==> config.mk <==
export PLATFORM = sky130hd
export DESIGN_NAME = vga_address_gen_flat
export DESIGN_NICKNAME = d
export VERILOG_FILES = /design/src/rtl/vga_address_gen_if.sv /design/src/rtl/vga_address_gen.sv /design/src/flat_wrapper.sv
export SDC_FILE = /design/constraint.sdc
export NUM_CORES = 1
export LEC_CHECK = 0
export CORE_MARGIN = 2
export CORE_UTILIZATION = 58
export DETAILED_ROUTE_END_ITERATION = 8
export GPL_TIMING_DRIVEN = 0
export PLACE_DENSITY = 0.84
export SYNTH_ARGS = -nofsm -noshare
export SYNTH_HDL_FRONTEND = slang
export SYNTH_SLANG_ARGS = --single-unit
==> constraint.sdc <==
create_clock -name clk -period 6.1 [get_ports clk]
set_input_delay 1.22 -clock clk [delete_from_list [all_inputs] [get_ports clk]]
set_output_delay 1.22 -clock clk [all_outputs]
set_load 0.02 [all_outputs]
==> src/rtl/vga_address_gen_if.sv <==
// Pixel timing inputs and frame memory read outputs of vga_address_gen.
// The addr_err signal exists only when VGA_ADDR_BOUNDS_EN is defined.
interface vga_address_gen_if #(
  parameter int ADDR_W = 19,
  parameter int DIM_W  = 16
);
  logic              pixel_tick;
  logic [9:0]        x;
  logic [9:0]        y;
  logic              interpolacion;
  logic [DIM_W-1:0]  dimensiones;
  logic [ADDR_W-1:0] DataAdr_out;
  logic              enable_pixel;
  logic              frame_start;
`ifdef VGA_ADDR_BOUNDS_EN
  logic              addr_err;
`endif

  // Timing source and pixel consumer side.
  modport master (
    output pixel_tick, x, y, interpolacion, dimensiones,
    input  DataAdr_out, enable_pixel, frame_start
`ifdef VGA_ADDR_BOUNDS_EN
    , input addr_err
`endif
  );

  // Address generator side.
  modport slave (
    input  pixel_tick, x, y, interpolacion, dimensiones,
    output DataAdr_out, enable_pixel, frame_start
`ifdef VGA_ADDR_BOUNDS_EN
    , output addr_err
`endif
  );
endinterface

==> src/rtl/vga_address_gen.sv <==
// Frame memory read address generator for a square image window on a VGA
// raster. During vertical blanking it points at the dimension word and
// latches the image size and mode; inside the visible window it walks the
// image addresses one per enabled pixel.
// Optional feature macro: VGA_ADDR_BOUNDS_EN adds a sticky addr_err output
// and suppresses enable_pixel for any address past the end of the image.
module vga_address_gen #(
  parameter int ADDR_W      = 19,
  parameter int DIM_W       = 16,
  parameter int H_START     = 145,
  parameter int V_START     = 35,
  parameter int DIM_ADDR    = 2,
  parameter int BASE_ORIG   = 6,
  parameter int BASE_INTERP = 125016,
  parameter int MAX_DIM     = 480
) (
  input logic               clk,
  input logic               rst,
  vga_address_gen_if.slave  bus
);

  localparam int WIN_W = DIM_W + 2;
  localparam int CMP_W = WIN_W + 1;

  typedef enum logic [1:0] {S_VBLANK, S_ACTIVE, S_DONE} state_t;

  state_t            state;
  logic [ADDR_W-1:0] addr_cnt;
  logic [DIM_W-1:0]  dim_reg;
  logic              mode_reg;
  logic [ADDR_W-1:0] data_adr_q;
  logic              enable_q;
  logic              frame_start_q;

  logic [DIM_W-1:0]  dim_clamped;
  logic [WIN_W-1:0]  win;
  logic [CMP_W-1:0]  x_ext;
  logic [CMP_W-1:0]  y_ext;
  logic [CMP_W-1:0]  h_end;
  logic [CMP_W-1:0]  v_end;
  logic              in_vblank;
  logic              in_cols;

`ifdef VGA_ADDR_BOUNDS_EN
  localparam int AREA_W = 2 * WIN_W;
  logic [AREA_W-1:0] area_end;
  logic              over_bound;
  logic              addr_err_q;
`endif

  // Window side and raster position decode from the frozen frame settings.
  always_comb begin
    // NOTE: every signal gets a value on every path, so no latch is inferred.
    dim_clamped = (bus.dimensiones > DIM_W'(MAX_DIM)) ? DIM_W'(MAX_DIM) : bus.dimensiones;
    if (!mode_reg)
      win = WIN_W'(dim_reg);
    else if (dim_reg < DIM_W'(4))
      win = '0;
    else
      win = WIN_W'(dim_reg >> 2) * WIN_W'(3) - WIN_W'(2);
    x_ext     = CMP_W'(bus.x);
    y_ext     = CMP_W'(bus.y);
    h_end     = CMP_W'(H_START) + CMP_W'(win);
    v_end     = CMP_W'(V_START) + CMP_W'(win);
    in_vblank = (y_ext < CMP_W'(V_START));
    in_cols   = (x_ext >= CMP_W'(H_START)) && (x_ext < h_end);
  end

`ifdef VGA_ADDR_BOUNDS_EN
  // First address past the image for the mode of the current frame.
  assign area_end   = (mode_reg ? AREA_W'(BASE_INTERP) : AREA_W'(BASE_ORIG))
                      + AREA_W'(win) * AREA_W'(win);
  assign over_bound = (AREA_W'(addr_cnt) >= area_end);
`endif

  // Frame FSM, address counter and registered outputs, advanced per pixel tick.
  always_ff @(posedge clk) begin
    // NOTE: non-blocking assignments make every register see pre-edge values.
    if (rst) begin
      state         <= S_VBLANK;
      addr_cnt      <= ADDR_W'(BASE_ORIG);
      dim_reg       <= '0;
      mode_reg      <= 1'b0;
      data_adr_q    <= ADDR_W'(DIM_ADDR);
      enable_q      <= 1'b0;
      frame_start_q <= 1'b0;
`ifdef VGA_ADDR_BOUNDS_EN
      addr_err_q    <= 1'b0;
`endif
    end else begin
      // frame_start is a single-clk pulse even when ticks are sparse.
      frame_start_q <= 1'b0;
      if (bus.pixel_tick) begin
        if (in_vblank) begin
          // Any blanking row restarts the frame, whatever the current state.
          state      <= S_VBLANK;
          data_adr_q <= ADDR_W'(DIM_ADDR);
          enable_q   <= 1'b0;
          dim_reg    <= dim_clamped;
          mode_reg   <= bus.interpolacion;
          addr_cnt   <= bus.interpolacion ? ADDR_W'(BASE_INTERP) : ADDR_W'(BASE_ORIG);
`ifdef VGA_ADDR_BOUNDS_EN
          addr_err_q <= 1'b0;
`endif
        end else begin
          data_adr_q <= addr_cnt;
          enable_q   <= 1'b0;
          case (state)
            // The entry tick only opens the frame; rows start at x=0, outside the window.
            S_VBLANK: begin
              state         <= S_ACTIVE;
              frame_start_q <= 1'b1;
            end
            S_ACTIVE: begin
              if (y_ext >= v_end) begin
                state <= S_DONE;
              end else if (in_cols) begin
`ifdef VGA_ADDR_BOUNDS_EN
                if (over_bound) addr_err_q <= 1'b1;
                else            enable_q   <= 1'b1;
`else
                enable_q <= 1'b1;
`endif
                addr_cnt <= addr_cnt + ADDR_W'(1);
              end
            end
            S_DONE:  state <= S_DONE;
            default: state <= S_VBLANK;
          endcase
        end
      end
    end
  end

  assign bus.DataAdr_out  = data_adr_q;
  assign bus.enable_pixel = enable_q;
  assign bus.frame_start  = frame_start_q;
`ifdef VGA_ADDR_BOUNDS_EN
  assign bus.addr_err     = addr_err_q;
`endif

endmodule
==> src/flat_wrapper.sv <==
// flat-port wrapper written by rule: the top's interface ports become plain ports
module vga_address_gen_flat 
#(
  parameter int ADDR_W      = 19,
  parameter int DIM_W       = 16,
  parameter int H_START     = 145,
  parameter int V_START     = 35,
  parameter int DIM_ADDR    = 2,
  parameter int BASE_ORIG   = 6,
  parameter int BASE_INTERP = 125016,
  parameter int MAX_DIM     = 480
)
  (clk, rst, bus_pixel_tick, bus_x, bus_y, bus_interpolacion, bus_dimensiones, bus_DataAdr_out, bus_enable_pixel, bus_frame_start);
  vga_address_gen_if #(.ADDR_W(ADDR_W), .DIM_W(DIM_W)) bus_i ();
  input logic clk;
  input logic rst;
  input wire logic [$bits(bus_i.pixel_tick)-1:0] bus_pixel_tick;
  input wire logic [$bits(bus_i.x)-1:0] bus_x;
  input wire logic [$bits(bus_i.y)-1:0] bus_y;
  input wire logic [$bits(bus_i.interpolacion)-1:0] bus_interpolacion;
  input wire logic [$bits(bus_i.dimensiones)-1:0] bus_dimensiones;
  output wire logic [$bits(bus_i.DataAdr_out)-1:0] bus_DataAdr_out;
  output wire logic [$bits(bus_i.enable_pixel)-1:0] bus_enable_pixel;
  output wire logic [$bits(bus_i.frame_start)-1:0] bus_frame_start;
  assign bus_i.pixel_tick = bus_pixel_tick;
  assign bus_i.x = bus_x;
  assign bus_i.y = bus_y;
  assign bus_i.interpolacion = bus_interpolacion;
  assign bus_i.dimensiones = bus_dimensiones;
  assign bus_DataAdr_out = bus_i.DataAdr_out;
  assign bus_enable_pixel = bus_i.enable_pixel;
  assign bus_frame_start = bus_i.frame_start;
  vga_address_gen #(.ADDR_W(ADDR_W), .DIM_W(DIM_W), .H_START(H_START), .V_START(V_START), .DIM_ADDR(DIM_ADDR), .BASE_ORIG(BASE_ORIG), .BASE_INTERP(BASE_INTERP), .MAX_DIM(MAX_DIM)) u_core (.clk(clk), .rst(rst), .bus(bus_i));
endmodule
==> impl_metrics.env <==
export IMPL_vdd_drop_max_v=0.000150
export IMPL_grt_pass1_vias=5403
export IMPL_fin_tns_setup_ps=0
export IMPL_fin_cells=868
export IMPL_cts_buffers=9
export IMPL_start_util=0.591
export IMPL_htreeDepth=3
export IMPL_fin_worst_skew_ps=7.92
export IMPL_cp_required_ps=6330
export IMPL_ys_ff_latch=59
export IMPL_syn_area_per_cell_sq_um=7.91
export IMPL_antenna_found_initial=0
export IMPL_fin_nets=844
export IMPL_clockRootBuffer="clkbuf_8"
export IMPL_gr_total_overflow=0
export IMPL_cts_buffer_depth=2
export IMPL_worstSetupPathType="flop to flop"
export IMPL_fin_crit_sh=0.942
export IMPL_critPathArrivalTime_ps=5970
export IMPL_cts_tree="done"
export IMPL_finalSetupViolations=0
export IMPL_grt_use_total=0.309
export IMPL_remaining_drc_errors=0
export IMPL_ios=61
export IMPL_cts_sinks=59
export IMPL_antenna_cells=0
export IMPL_row_count=35
export IMPL_hold_violations=0
export IMPL_via_per_inst=6.49
export IMPL_die_h_microns=101
export IMPL_path_cells="ha_1 -> fa_1 -> a211oi_4 -> o21ba_2 -> o22ai_1 -> or4_2 -> a21oi_1 -> nor2_1 -> a21oi_2 -> xnor2_1 -> ha_1 -> o21a_1 -> o21ai_0 -> a31oi_1 -> o221a_2 -> o211ai_1 -> a211oi_2 -> o31ai_4 -> and3_1 -> o31a_1"
export IMPL_place_hpwl_microns=12000
export IMPL_slowest_stage="or4_2"
export IMPL_power_leakage_nw=2.48
export IMPL_grt_pass1_wl_microns=25400
export IMPL_final_common_cell="nand2_1"
export IMPL_async_flop_share=0
export IMPL_area_growth_syn_to_layout_pct=17.1
export IMPL_mostFrequentLayoutCells="nand2_1 (62), dfxtp_1 (59), clkdlybuf4s50_1 (58)"
export IMPL_layout_min_cycle_time_ps=5750
export IMPL_drt_pre_antenna_iters=5
export IMPL_drt_iter0_drc=324
export IMPL_slowest_delay_ps=630
export IMPL_vias=5630
export IMPL_fp_dieArea_sq_um=10100
export IMPL_core_area_sq_um=9150
export IMPL_insertion_delay_ps=340
export IMPL_end_kind="flop"
export IMPL_die_x_microns=101
export IMPL_drtAntennaViolNets=0
export IMPL_grt_setup_unrepaired="false"
export IMPL_synth_flop_cell="dfxtp_1"
export IMPL_rrSetupSlack_ps=350
export IMPL_wl_per_cell_microns=17.8
export IMPL_timing_fmax_mhz=174
export IMPL_synth_warnings=0
export IMPL_synth_edff_count=0
export IMPL_tightest_slew_ps=1050
export IMPL_status="finished clean"
export IMPL_yosysUniqueCellTypes=91
export IMPL_crit_top_cell="ha_1"
export IMPL_slew_viol_final=0
export IMPL_drv_cap=0
export IMPL_io_buffers=58
export IMPL_routed_wirelength_microns=15500
export IMPL_place_gp_congestion=0.941
export IMPL_netlist_area_sq_um=5410
export IMPL_synthCells=684
export IMPL_powerDensity_nw_per_um2=143
export IMPL_path_clk_slew_ps=80
export IMPL_dp_cells=853
export IMPL_drive_above_1_share=0.0885
export IMPL_hp_class="flop to flop"
export IMPL_crit_fanout=9
export IMPL_synth_seq_area_share=0.218
export IMPL_grt_max_degree=12
export IMPL_maxSlewHeadroom=0.294
export IMPL_critPathLaunchType="flop"
export IMPL_syn_nets=775
[path summary, 6_finish.rpt]
| path | to | cells past startpoint | startpoint |
|---|---|---|---|
| max | u_core.addr_cnt[2] | 20 | u_core.dim_reg[3] |
| min | u_core.bus.DataAdr_out[15] | 2 | u_core.bus.DataAdr_out[15] |
| max reg2reg | u_core.addr_cnt[2] | 20 | u_core.dim_reg[3] |
| min reg2reg | u_core.bus.DataAdr_out[15] | 2 | u_core.bus.DataAdr_out[15] |
[cell usage after synthesis, types with 4 or more instances]
cell type,number,area [sq um]
ha_1,50,626
nand4_1,7,43.8
clkbuf_1,20,75.1
nand2_1,62,233
o211a_1,5,50.1
xnor2_1,22,193
a21o_1,16,120
and3_1,10,62.6
a21oi_1,48,240
buf_4,6,45.0
nor3_1,27,135
xor2_1,8,70.1
nand3_1,48,240
nor4_1,7,43.8
o21ai_0,20,100
o21a_1,7,52.6
nor2b_1,4,25.0
o21ai_2,5,43.8
mux2i_1,7,70.1
nor2_1,35,131
inv_1,32,120
o31ai_1,7,52.6
nand2b_1,25,156
dfxtp_1,59,1180
o211ai_1,16,120
o22ai_1,4,25.0
a31oi_1,4,25.0
a211oi_1,11,82.6
and4_1,6,52.6
o21ai_1,5,25.0
or3_1,8,50.1
[report_power, final]
part / internal [W] / switching, W / total [W]
combinational: 0.0000658 / 0.0000713 / 0.000137
sequential: 0.000395 / 0.0000108 / 0.000405
clock: 0.000187 / 0.000178 / 0.000365
[final cells by class]
class | instances | area (sq um)
Multi-Input combinational cell | 562 | 3980
Fill cell | 740 | 2820
Sequential cell | 59 | 1180
Timing Repair Buffer | 58 | 581
Buffer | 31 | 149
Tap cell | 111 | 139
Clock buffer | 9 | 124
Inverter | 32 | 120
Clock inverter | 6 | 67.6
[logic make-up after synthesis]
group | count (synthesis) | share of synthesized area
flip-flops | 59 | 0.218
adder cells (fa/ha/maj) | 51 | 0.119
AND/OR/NAND/NOR | 263 | 0.255
multiplexers | 8 | 0.0155
AO/OA/AOI/OAI | 209 | 0.290
XOR/XNOR | 31 | 0.0527
buffers and inverters | 63 | 0.0497
[per-layer routing]
layer / up-vias / wire length [microns] / GRT usage
met5: - / 0 / 0
met1: 2680 / 6570 / 0.385
met3: 34 / 850 / 0.0361
met4: 0 / 416 / 0.137
met2: 203 / 7650 / 0.535
li1: 2713 / - / -
[worst max-delay path, delay by kind of cell (launching register included)]
family | cells | cell delay [ps]
flops | 1 | 420
fa+ha+maj | 3 | 1020
compound gates | 13 | 3060
xor+xnor | 1 | 130
simple gates | 3 | 990
[metrics by stage]
step                utilization  power, W  setup WS (ps)  hold WS, ps  instance area (sq um)
floorplan                     -  0.000492           1150          444                   5410
global placement          0.670  0.000542            532          457                   6130
detailed placement        0.670  0.000548            342          462                   6130
CTS                       0.691  0.000905            303          478                   6320
global route              0.692  0.000936           15.0          497                   6340
finish                    0.692  0.000907            354          471                   6340
[timing repair]
item / CTS / global route
resized for setup: 0 / 4
endpoints found under the setup margin: 0 / 20
hold buffers: 0 / 0
setup buffers: 0 / 0
Power figures use the tool's default switching activity.
==> variant 1: new RTL, config.mk and constraints unchanged <==
Encoding of `state_t`: now one-hot (3 bits for 3 states).
--- a/src/rtl/vga_address_gen.sv
+++ b/src/rtl/vga_address_gen.sv
@@ -23,5 +23,5 @@
   localparam int CMP_W = WIN_W + 1;
 
-  typedef enum logic [1:0] {S_VBLANK, S_ACTIVE, S_DONE} state_t;
+  typedef enum logic [2:0] {S_VBLANK = 3'b001, S_ACTIVE = 3'b010, S_DONE = 3'b100} state_t;
 
   state_t            state;
Function: same outputs for any inputs over 4 cycles, from zero or initial values and one cycle with rst high; so few cycles prove little.
==> variant 1 against the original RTL <==
- non-clock buffer count increased by 7
- power decreased by 5.4%
- synthesized area increased by 3.7%
- hold slack got worse by 0.013 ns
- worst setup slack improved by 0.067 ns
- critical path type unchanged
- sequential cell count increased by 1
- wire length increased by 7.5%
- cell area increased by 3.4%
- die area increased by 3.5%
- cell count increased by 6.5%
- first-iteration DRC count increased by 84%
- largest cell class unchanged
==> variant 1: results (changes against the original RTL) <==
metric;value;unit;change
Signal buffers;96;;was 89
Worst R2R End;u_core.addr_cnt[4];;was u_core.addr_cnt[2]
Cell variety after synth;88;;was 91
post-synthesis mux area share;2.50;%;was 1.55%
Clock buffer cells;11;;was 9
clk cell area share;2.71;%;was 3.02%
Placed Cells;908;;was 853
global-route wire length before repair;27200;um;was 25400 um
vias in the first global route;5651;;was 5403
Mapped Cells;720;;was 684
CP arrival;5.91;ns;was 5.97 ns
Vias;5979;;was 5630
GRT Util Overall;32.7;%;was 30.9%
number of H-tree levels;3;;unchanged
M2 GR Usage;52.6;%;was 53.5%
Worst slew margin;40.3;%;was 29.4%
VDD IR-drop max;0.126;mV;was 0.150 mV
DP Wirelength;13100;um;was 12000 um
met3 Usage GRT;6.36;%;was 3.61%
Placed Area;6360;um2;was 6130 um2
routed wl met2;7550;um;was 7650 um
Finished Layout Cells;924;;was 868
Met1 Wirelength;7150;um;was 6570 um
Initial DRC Count;597;;was 324
Port Buffers;59;;was 58
Synth Area in XOR/XNOR;4.30;%;was 5.27%
Layout non-clock buf frac;11.6;%;was 11.5%
register area;1200;um2;was 1180 um2
top cells by area, synth;dfxtp_1 21%, ha_1 10%, nand3_1 4.7%;;was dfxtp_1 22%, ha_1 12%, a21oi_1 4.4%
fin nets;878;;was 844
P_clk;0.335;mW;was 0.365 mW
final-layout fill cell count;774;;was 740
clock skew;0.0141;ns;was 0.00792 ns
Synthesized Nets;808;;was 775
multi-input gate share of the layout cell area;63.3;%;was 62.7%
CTS sink count;60;;was 59
Critical Path Fanout Max;10;;was 9
Net Sw Power;0.249;mW;was 0.260 mW
Synth Area in Compound Gates;28.7;%;was 29.0%
post-route cell area;6550;um2;was 6340 um2
Final Cycle Share;93.1;%;was 94.2%
outcome;complete, no violations;;unchanged
multi-input gates;596;;was 562
Slowest cell on crit path;fa_1;;was or4_2
-- variant 1: cell types whose count changed after synthesis, moves of 7 or more --
cell | unedited run | this run
clkbuf_1 | 20 | 27
nand2b_1 | 25 | 8
xnor2_1 | 22 | 14
a32o_1 | 0 | 9
or3_1 | 8 | 19
nand2_1 | 62 | 69
nor2_1 | 35 | 45
mux2i_1 | 7 | 14
-- variant 1: worst min path at each step --
stage / slack [ns] / endpoint / startpoint / depth (start not counted)
after detailed placement: 0.45 / u_core.dim_reg[0] / u_core.dim_reg[0] / 2
after floorplan: 0.43 / u_core.dim_reg[0] / u_core.dim_reg[0] / 2
after global routing: 0.49 / u_core.dim_reg[0] / u_core.dim_reg[0] / 2
after global placement: 0.44 / u_core.dim_reg[0] / u_core.dim_reg[0] / 2
after CTS: 0.46 / u_core.dim_reg[0] / u_core.dim_reg[0] / 2
final: 0.46 / u_core.dim_reg[0] / u_core.dim_reg[0] / 2
==> variant 2: new RTL, same settings <==
Without the edit above. `DIM_W` is set to 16 in 3 places; all go to 14.
--- a/src/rtl/vga_address_gen_if.sv
+++ b/src/rtl/vga_address_gen_if.sv
@@ -3,5 +3,5 @@
 interface vga_address_gen_if #(
   parameter int ADDR_W = 19,
-  parameter int DIM_W  = 16
+  parameter int DIM_W  = 14
 );
   logic              pixel_tick;
--- a/src/rtl/vga_address_gen.sv
+++ b/src/rtl/vga_address_gen.sv
@@ -7,5 +7,5 @@
 module vga_address_gen #(
   parameter int ADDR_W      = 19,
-  parameter int DIM_W       = 16,
+  parameter int DIM_W       = 14,
   parameter int H_START     = 145,
   parameter int V_START     = 35,
--- a/src/flat_wrapper.sv
+++ b/src/flat_wrapper.sv
@@ -3,5 +3,5 @@
 #(
   parameter int ADDR_W      = 19,
-  parameter int DIM_W       = 16,
+  parameter int DIM_W       = 14,
   parameter int H_START     = 145,
   parameter int V_START     = 35,
Ports: changed (resized bus_dimensiones); port bits go from 61 to 59. No check against the original RTL was run, so the function may have changed too.
==> variant 2 against the original RTL <==
- power is 10% lower
- first-iteration DRC count is 6.5% lower
- global-route usage is 0.60 points lower
- die area is 13% lower
- non-clock buffer count is 8 lower
- sequential share of layout area is 1.9 points higher
- synthesized area is 13% lower
- cell area is 12% lower
- sequential cell count is 2 lower
- worst setup slack better by 0.059 ns
- cell count is 9.1% lower
- wire length is 15% lower
- clock skew is 0.0035 ns lower
- critical endpoint is now u_core.addr_cnt[13]
- largest cell class unchanged
- largest power group unchanged
==> variant 2: results (changes against the original RTL) <==
metric;value;unit;change
outcome;complete, no violations;;unchanged
Clk pwr share;39.4;%;was 40.2%
reg2reg setup slack;0.41;ns;was 0.35 ns
Synthesized Nets;701;;was 775
top cells by count, synth;71 x nand2_1, 62 x a21oi_1, 57 x dfxtp_1;;was 62 x nand2_1, 59 x dfxtp_1, 50 x ha_1
Slowest cell on crit path;a31oi_1;;was or4_2
Int Pwr;0.604;mW;was 0.647 mW
GRT Util Overall;30.3;%;was 30.9%
Comb group;0.118;mW;was 0.137 mW
WHS Endpoint;u_core.bus.DataAdr_out[7];;was u_core.bus.DataAdr_out[15]
Initial DRC Count;303;;was 324
Finished Layout Cells;789;;was 868
Critical Path Fanout Max;8;;was 9
Cell variety after synth;73;;was 91
Port Buffers;56;;was 58
met1 GRT Util;36.7;%;was 38.5%
Met1 Wirelength;5240;um;was 6570 um
post-layout min period;5.69;ns;was 5.75 ns
met3 Usage GRT;3.37;%;was 3.61%
DP Wirelength;10200;um;was 12000 um
DR vias/cell;6.31;;was 6.49
VDD IR-drop max;0.188;mV;was 0.150 mV
Hold WS;0.449;ns;was 0.471 ns
Placed Area;5370;um2;was 6130 um2
dpl ws;0.463;ns;was 0.342 ns
CP max stage delay;0.56;ns;was 0.63 ns
clock skew;0.00440;ns;was 0.00792 ns
CP arrival;5.94;ns;was 5.97 ns
crit path from;u_core.dim_reg[2];;was u_core.dim_reg[3]
top cells by area, synth;dfxtp_1 24%, ha_1 12%, a21oi_1 6.6%;;was dfxtp_1 22%, ha_1 12%, a21oi_1 4.4%
GPL Wtd Cong;0.930;;was 0.941
leakage power;2.16;nW;was 2.48 nW
largest net degree at the start of global routing;11;;was 12
Worst slew margin;50.8;%;was 29.4%
part of the Yosys area used for sequential elements;24.4;%;was 21.8%
vias in the first global route;4616;;was 5403
fin nets;768;;was 844
Worst R2R Path Depth;22;;was 20
wire length on met3;902;um;was 850 um
==> variant 2: logic make-up (layout without fill, tap and decap cells) <==
| family | Yosys count | count (layout) | synth area share, % |
|---|---|---|---|
| AOI/OAI and AO/OA | 180 | 180 | 26.5 |
| xor gates and xnor gates | 28 | 28 | 5.24 |
| adders and majority gates | 47 | 47 | 12.7 |
| buffers and inverters | 55 | 126 | 4.70 |
| DFF | 57 | 57 | 24.4 |
| muxes | 5 | 5 | 1.07 |
| and+or+nand+nor | 244 | 244 | 25.4 |
==> variant 2: repair_timing <==
item                       in CTS  in global routing
gates resized for setup         0                  1
setup endpoints to repair       0                  2
buffers inserted                0                  0
==> variant 2: layout make-up <==
cell class / instances / area [um2]
clock inverters: 3 / 15.0
multi-input cells: 504 / 3330
fillers: 642 / 2210
clock buffers: 12 / 165
well taps: 102 / 128
inverters: 30 / 113
flip-flops and latches: 57 / 1140
repair buffers: 56 / 561
plain buffers: 25 / 108
